==> config.mk <==
export PLATFORM = sky130hd
export DESIGN_NAME = puf_response_buffer
export DESIGN_NICKNAME = d
export VERILOG_FILES = /design/src/rtl/puf_response_buffer.sv
export SDC_FILE = /design/constraint.sdc
export NUM_CORES = 1
export LEC_CHECK = 0
export BUFFER_PORTS_ARGS = -buffer_cell sky130_fd_sc_hd__buf_2
export CORE_UTILIZATION = 60
export CTS_BUF_LIST = sky130_fd_sc_hd__clkbuf_4
export DETAILED_ROUTE_END_ITERATION = 7
export GPL_TIMING_DRIVEN = 0
export PLACE_DENSITY = 0.91
export SLEW_MARGIN = 20
export SYNTH_ARGS = -nofsm -noshare
export SYNTH_HDL_FRONTEND = slang
export SYNTH_SLANG_ARGS = --single-unit
==> constraint.sdc <==
create_clock -name clock -period 3 [get_ports clock]
set_clock_uncertainty 0.05 [all_clocks]
set_input_delay 0.6 -clock clock [delete_from_list [all_inputs] [get_ports clock]]
set_output_delay 0.6 -clock clock [all_outputs]
set_load 0.1 [all_outputs]
==> src/rtl/puf_response_buffer.sv <==
// puf_response_buffer: synchronises the asynchronous race-arbiter outputs,
// assembles RESP_BITS race bits into a response word (first bit ends in the
// MSB), hands it to the host with a ready/ack handshake, and sequences the
// local arbiter/scrambler/counter resets between races.
//
// Optional feature: define RACE_TIMEOUT_EN to add a watchdog that flags a
// stalled race after TIMEOUT_CYCLES cycles in COLLECT and kicks a local
// reset sequence. Without it timeout_flag is tied low.
//
// state   | meaning
// COLLECT | shifting in race bits, response not yet complete
// FULL    | response complete, waiting for read_ack; new bits are dropped
module puf_response_buffer #(
    parameter int RESP_BITS      = 8,
    parameter int SYNC_STAGES    = 3,
    parameter int RESET_DELAY    = 2,
    parameter int RESET_WIDTH    = 1,
    parameter int TIMEOUT_CYCLES = 1024
) (
    input  logic                             clock,
    input  logic                             reset_n,
    input  logic                             data_in,
    input  logic                             bit_done,
    input  logic                             read_ack,
    output logic [RESP_BITS-1:0]             data_out,
    output logic [$clog2(RESP_BITS+1)-1:0]   count,
    output logic                             ready_to_read,
    output logic                             full,
    output logic                             empty,
    output logic                             overrun,
    output logic                             timeout_flag,
    output logic                             arbiter_reset,
    output logic                             scrambler_reset,
    output logic                             counter_reset
);
    localparam int CW = $clog2(RESP_BITS + 1);
    localparam int SW = 5;
    localparam logic [CW-1:0] CNT_LAST  = CW'(RESP_BITS - 1);
    localparam logic [CW-1:0] CNT_FULL  = CW'(RESP_BITS);
    localparam logic [CW-1:0] CNT_ONE   = CW'(1);
    localparam logic [SW-1:0] SEQ_LOAD  = SW'(RESET_DELAY + RESET_WIDTH - 1);
    localparam logic [SW-1:0] SEQ_WIDTH = SW'(RESET_WIDTH);
    localparam logic [SW-1:0] SEQ_ONE   = SW'(1);

    if (RESP_BITS < 2 || RESP_BITS > 64 || SYNC_STAGES < 2 || SYNC_STAGES > 6 ||
        RESET_DELAY < 1 || RESET_DELAY > 15 || RESET_WIDTH < 1 || RESET_WIDTH > 15 ||
        TIMEOUT_CYCLES < 1) begin : g_param_check
        $error("puf_response_buffer: parameter out of legal range");
    end

    typedef enum logic {COLLECT = 1'b0, FULL = 1'b1} state_t;

    state_t                 state, state_nxt;
    logic [SYNC_STAGES-1:0] done_sync, data_sync;
    logic                   done_prev, capture, cap_bit;
    logic [RESP_BITS-1:0]   data_nxt;
    logic [CW-1:0]          count_nxt;
    logic                   ready_nxt, overrun_nxt, launch;
    logic [SW-1:0]          seq_rem, seq_nxt;
    logic                   arb_q, arb_nxt, cnt_q;

`ifdef RACE_TIMEOUT_EN
    localparam int WD_W = $clog2(TIMEOUT_CYCLES + 1);
    localparam logic [WD_W-1:0] WD_LOAD = WD_W'(TIMEOUT_CYCLES - 1);
    localparam logic [WD_W-1:0] WD_ONE  = WD_W'(1);
    logic [WD_W-1:0] wd, wd_nxt;
    logic            timeout_nxt;
`endif

    // Synchronise the arbiter outputs and register a one-cycle capture pulse on bit_done falling.
    always_ff @(posedge clock or negedge reset_n) begin
        if (!reset_n) begin
            done_sync <= '0;
            data_sync <= '0;
            done_prev <= 1'b0;
            capture   <= 1'b0;
            cap_bit   <= 1'b0;
        end else begin
            done_sync <= {done_sync[SYNC_STAGES-2:0], bit_done};
            data_sync <= {data_sync[SYNC_STAGES-2:0], data_in};
            done_prev <= done_sync[SYNC_STAGES-1];
            capture   <= done_prev & ~done_sync[SYNC_STAGES-1];
            cap_bit   <= data_sync[SYNC_STAGES-1];
        end
    end

    // State, response and reset-sequencer registers.
    always_ff @(posedge clock or negedge reset_n) begin
        if (!reset_n) begin
            state         <= COLLECT;
            data_out      <= '0;
            count         <= '0;
            ready_to_read <= 1'b0;
            overrun       <= 1'b0;
            seq_rem       <= '0;
            arb_q         <= 1'b0;
            cnt_q         <= 1'b0;
        end else begin
            state         <= state_nxt;
            data_out      <= data_nxt;
            count         <= count_nxt;
            ready_to_read <= ready_nxt;
            overrun       <= overrun_nxt;
            seq_rem       <= seq_nxt;
            arb_q         <= arb_nxt;
            cnt_q         <= arb_q;
        end
    end

`ifdef RACE_TIMEOUT_EN
    // Watchdog down-counter and sticky timeout flag.
    always_ff @(posedge clock or negedge reset_n) begin
        if (!reset_n) begin
            wd           <= WD_LOAD;
            timeout_flag <= 1'b0;
        end else begin
            wd           <= wd_nxt;
            timeout_flag <= timeout_nxt;
        end
    end
`else
    assign timeout_flag = 1'b0;
`endif

    // Next-state, response update and reset-sequence launch.
    always_comb begin
        state_nxt   = state;
        data_nxt    = data_out;
        count_nxt   = count;
        ready_nxt   = ready_to_read;
        overrun_nxt = overrun;
        launch      = capture;
`ifdef RACE_TIMEOUT_EN
        wd_nxt      = wd;
        timeout_nxt = timeout_flag;
`endif
        case (state)
            COLLECT: begin
                if (capture) begin
                    data_nxt  = {data_out[RESP_BITS-2:0], cap_bit};
                    count_nxt = count + CNT_ONE;
                    if (count == CNT_LAST) begin
                        state_nxt = FULL;
                        ready_nxt = 1'b1;
                    end
                end
`ifdef RACE_TIMEOUT_EN
                if (capture) begin
                    wd_nxt = WD_LOAD;
                end else if (wd <= WD_ONE) begin
                    wd_nxt      = WD_LOAD;
                    timeout_nxt = 1'b1;
                    launch      = 1'b1;
                end else begin
                    wd_nxt = wd - WD_ONE;
                end
`endif
            end
            FULL: begin
                if (read_ack) begin
                    // A bit captured on the ack edge starts the next response.
                    state_nxt   = COLLECT;
                    ready_nxt   = 1'b0;
                    overrun_nxt = 1'b0;
                    launch      = 1'b1;
                    data_nxt    = {{(RESP_BITS-1){1'b0}}, capture & cap_bit};
                    count_nxt   = capture ? CNT_ONE : '0;
`ifdef RACE_TIMEOUT_EN
                    timeout_nxt = 1'b0;
                    wd_nxt      = WD_LOAD;
`endif
                end else if (capture) begin
                    overrun_nxt = 1'b1;
                end
            end
            default: state_nxt = COLLECT;
        endcase

        // Remaining cycles to the end of the pulse; pulse is high for the last RESET_WIDTH values.
        if (launch) begin
            seq_nxt = SEQ_LOAD;
        end else if (seq_rem != '0) begin
            seq_nxt = seq_rem - SEQ_ONE;
        end else begin
            seq_nxt = '0;
        end
        arb_nxt = (seq_nxt != '0) && (seq_nxt <= SEQ_WIDTH);
    end

    assign full            = (count == CNT_FULL);
    assign empty           = (count == '0);
    assign arbiter_reset   = arb_q | ~reset_n;
    assign scrambler_reset = arb_q | ~reset_n;
    assign counter_reset   = cnt_q | ~reset_n;

endmodule
Word-level counts from Yosys, hierarchy flattened
Index checks and enable logic that the tools add are counted.
{ "totals": {"regBits": 31, "out_inout_bits": 20, "wordCells": 57} }
{ "op_classes": {"addsub": 2, "n_lt_le_gt_ge": 1, "n_eq_ne": 5, "n_mux": 21, "bitwise_logic": 7, "reduce_logical": 8} }
{ "op_table": {"columns": ["op", "n"], "rows": [
  ["two-way mux 8 bit", 2],
  ["one-hot mux 8 bit (2 select lines)", 1],
  ["two-way mux 1 bit", 11],
  ["two-way mux 5 bit", 2],
  ["nonzero test 5 bit", 2],
  ["two-way mux 4 bit", 2],
  ["one-hot mux 4 bit (2 select lines)", 1],
  ["!= test 2 bit (second input constant)", 3],
  ["<= comparator 5 x 1 -> 1 bit (second input constant)", 1],
  ["subtractor 5 x 1 -> 5 bit (second input constant)", 1],
  ["adder 4 x 1 -> 4 bit (second input constant)", 1],
  ["== test 4 x 3 -> 1 bit (second input constant)", 1],
  ["== test 4 bit (second input constant)", 1],
  ["zero test 4 bit", 1],
  ["one-hot mux 1 bit (2 select lines)", 2],
  ["AND reduction 2 bit", 2],
  ["inverter 1 bit", 3],
  ["AND reduction 3 bit", 1],
  ["bitwise AND 1 bit", 2],
  ["OR 1 bit", 2],
  ["nonzero test 2 bit", 1],
  ["logical AND 1 bit", 1]
]} }

Logic depth before layout (Yosys ltp)
{ "logic_depth": {"ltp_word": 5, "ltp_mapped": 5, "depth_no_buf": 5} }

Worst setup path after synthesis
No wires, ideal clock.
{ "synth_path": {"path_kind": "register to output", "from": "reg count[0]", "to": "out empty", "arrival_time_ns": 3.300, "slack_ns": -0.950, "path_stages_with_launch": 4, "path_cell_list": "dfrtp_1 -> inv_1 -> ha_1 -> nor3b_1"} }
{ "synth_via": {"elab_chain_len": 1} }
{ "synth_rtl": {"columns": ["element", "line", "source"], "rows": [
  ["start, declared", "26", "output logic [$clog2(RESP_BITS+1)-1:0] count,"],
  ["start signal, assigned", "101", "count <= count_nxt;"],
  ["zero test 4 bit", "191", "assign empty = (count == '0);"],
  ["end, declared", "29", "output logic empty,"]
]} }
Every way passes these cells.

Final worst setup path
{ "layout_path": {"from": "in reset_n", "to": "out scrambler_reset"} }
{ "layout_via": {"elab_chain_len": 2} }
{ "layout_rtl": {"columns": ["element", "line", "source"], "rows": [
  ["start, declared", "21", "input logic reset_n,"],
  ["inverter 1 bit", "193", "assign scrambler_reset = arb_q | ~reset_n;"],
  ["OR 1 bit", "193", null],
  ["end, declared", "33", "output logic scrambler_reset,"]
]} }
Every way passes these cells.

==> impl_metrics.env <==
export IMPL_path_class="in -> out"
export IMPL_nNetsFinal=137
export IMPL_period_share_pct=78.8
export IMPL_yosysUniqueCellTypes=34
export IMPL_dp_slack_ns=0.583
export IMPL_grt_max_degree=34
export IMPL_cts_buffers_inserted=5
export IMPL_cts_root_buf="clkbuf_4"
export IMPL_grt_pass1_wl_um=3770
export IMPL_routedWlPerCell_um=13.4
export IMPL_placed_cell_area_mm2=0.00146
export IMPL_hpwlAfterDp_um=1460
export IMPL_cts_sinks=31
export IMPL_synth_seq_cells=31
export IMPL_cp_max_fo=33
export IMPL_die_h_um=48.8
export IMPL_yosys_area_share_xor_xnor_pct=2.00
export IMPL_grt_total_usage_pct=21.6
export IMPL_drt_pass1_iterations=4
export IMPL_coreArea_mm2=0.00200
export IMPL_cts_hold_buf=0
export IMPL_layout_drive_gt1_share_pct=40.8
export IMPL_gp_congestion=0.700
export IMPL_synth_top_family_by_area="simple AND/OR/NAND/NOR gates"
export IMPL_setup_viol=0
export IMPL_antenna_found_initial=0
export IMPL_synth_compound_area_share_pct=13.0
export IMPL_portBuffers=22
export IMPL_max_clock_freq_mhz=423
export IMPL_syn_area_mm2=0.00131
export IMPL_post_cts_buffers=0
export IMPL_cts_resized=0
export IMPL_critPathLaunchType="input port"
export IMPL_synthCells=100
export IMPL_ios=25
export IMPL_instances_no_fill=157
export IMPL_worstPathArrival_ns=1.71
export IMPL_routed_wl_um=2100
export IMPL_path_clk_slew_ns=0.10
export IMPL_ys_warn_count=0
export IMPL_n_antenna_cell=0
export IMPL_die_area_mm2=0.00238
export IMPL_first_global_vias=842
export IMPL_drtIter0Drc=17
export IMPL_die_width_um=48.8
export IMPL_tns_ns=0
export IMPL_vias_per_cell=5.34
export IMPL_final_setup_worst_slack_ns=0.636
export IMPL_final_area_mm2=0.00154
export IMPL_vias=838
export IMPL_slew_headroom_pct=54.5
export IMPL_drc_errors=0
export IMPL_worst_ep_required_time_ns=2.35
export IMPL_overflow=0
export IMPL_clockBufferDepth=2
export IMPL_synth_nets=108
export IMPL_max_cap_viol_count=0
export IMPL_dp_cells=149
export IMPL_hold_path_class="in -> async"
export IMPL_ant_nets=0
export IMPL_synth_area_per_cell_um2=13.1
export IMPL_drv_slew=0
export IMPL_synthAdderAreaFrac_pct=2.86
export IMPL_start_util_pct=65.6
export IMPL_num_rows=16
export IMPL_finalHoldViolations=0
export IMPL_area_delta_synth_final_pct=17.5
export IMPL_htreeDepth=2
export IMPL_end_kind="output port"
export IMPL_clk_insertion_delay_late_ns=0.32
export IMPL_cts_tree="built"
export IMPL_outcome="finished, final reports clean"
export IMPL_yosys_area_share_simple_pct=14.4
export IMPL_seq_area_frac_synth_pct=59.0
export IMPL_synthMuxAreaShare_pct=2.29
export IMPL_rsz0062_at_grt="no"
export IMPL_tightest_slew_ns=0.683
export IMPL_min_period_ns=2.36
## logic make-up after synthesis
kind of cell    count (synthesis)
other cells                     1
buf+inv                        11
flops                          31
compound gates                 19
fa+ha+maj                       3
mux                             3
xor+xnor                        3
simple gates                   29
## synthesized netlist by cell type, drive strengths merged
cell type  count  area [um^2]
a21oi          4         31.3
a221oi         1         15.0
a22o           8         80.1
a2bb2oi        1         8.76
and2b          1         10.0
and3           1         6.26
and3b          1         8.76
buf            6         62.6
conb           1         3.75
dfrtp         31          776
ha             3         37.5
inv            5         18.8
mux2i          3         30.0
nand2          6         22.5
nand2b         2         12.5
nand3          2         10.0
nand3b         2         27.5
nand4          1         21.3
nor2           7         26.3
nor2b          1         6.26
nor3           2         10.0
nor3b          1         7.51
o211ai         1         7.51
o21ai          4         27.5
or3b           2         20.0
xnor2          2         17.5
xor2           1         8.76
## layout make-up
class / instances / area (um^2)
plain buffers: 6 / 62.6
clock buffers: 5 / 37.5
clock inverters: 3 / 43.8
fillers: 139 / 458
inverters: 5 / 18.8
multi-input cells: 58 / 462
flip-flops and latches: 31 / 776
well taps: 27 / 33.8
repair buffers: 22 / 110
## path summary, 6_finish.rpt
check	startpoint	to	slack, ns	cells after the start
setup / recovery	reset_n	scrambler_reset	0.64	4
hold / removal	reset_n	done_prev$_DFF_PN0_	0.25	1
setup reg to reg	seq_rem[0]$_DFF_PN0_	arb_q$_DFF_PN0_	1.38	5
hold reg to reg	done_sync[1]$_DFF_PN0_	done_sync[2]$_DFF_PN0_	0.31	0
max in group asynchronous	reset_n	arb_q$_DFF_PN0_	2.19	1
min in group clock	done_sync[1]$_DFF_PN0_	done_sync[2]$_DFF_PN0_	0.31	0
## through the flow
stage               util, %  hold WS, ns
floorplan                 -        0.254
global placement       73.1        0.282
detailed placement     73.1        0.287
CTS                    77.1        0.270
global route           77.1        0.295
finish                 77.1        0.253
## registers in the layout, summed over array words and instances (netlist names)
register,cells
arb_q,1
cap_bit,1
capture,1
cnt_q,1
count,4
data_out,8
data_sync,3
done_prev,1
done_sync,3
overrun,1
ready_to_read,1
seq_rem,5
state,1
## layout by cell type, fill, tap and decap left out, drive strengths merged
| master | n |
|---|---|
| dfrtp | 31 |
| buf | 28 |
| a22o | 8 |
| nor2 | 7 |
| nand2 | 6 |
| inv | 5 |
| clkbuf | 5 |
| a21oi | 4 |
| o21ai | 4 |
| mux2i | 3 |
| ha | 3 |
| nor3 | 2 |
| xnor2 | 2 |
| nand2b | 2 |
| nand3 | 2 |
| or3b | 2 |
| nand3b | 2 |
| clkinv | 2 |
| and3 | 1 |
| xor2 | 1 |
| a2bb2oi | 1 |
| nor3b | 1 |
| and3b | 1 |
| nor2b | 1 |
| and2b | 1 |
| o211ai | 1 |
| nand4 | 1 |
| a221oi | 1 |
| conb | 1 |
| bufinv | 1 |
## worst max-delay path: stages
cell	delay, ns
buf_2	0.53
nand2b_1	0.14
buf_4	0.16
buf_2	0.28
## metal layers
layer  wire, um  GRT usage, %
met5          0             0
met4         34          9.80
met3         87          8.10
met2       1020          33.8
met1        950          26.6
Power is not shown: default switching activity piles up to over one toggle a cycle in this logic, so the estimate is an artifact.
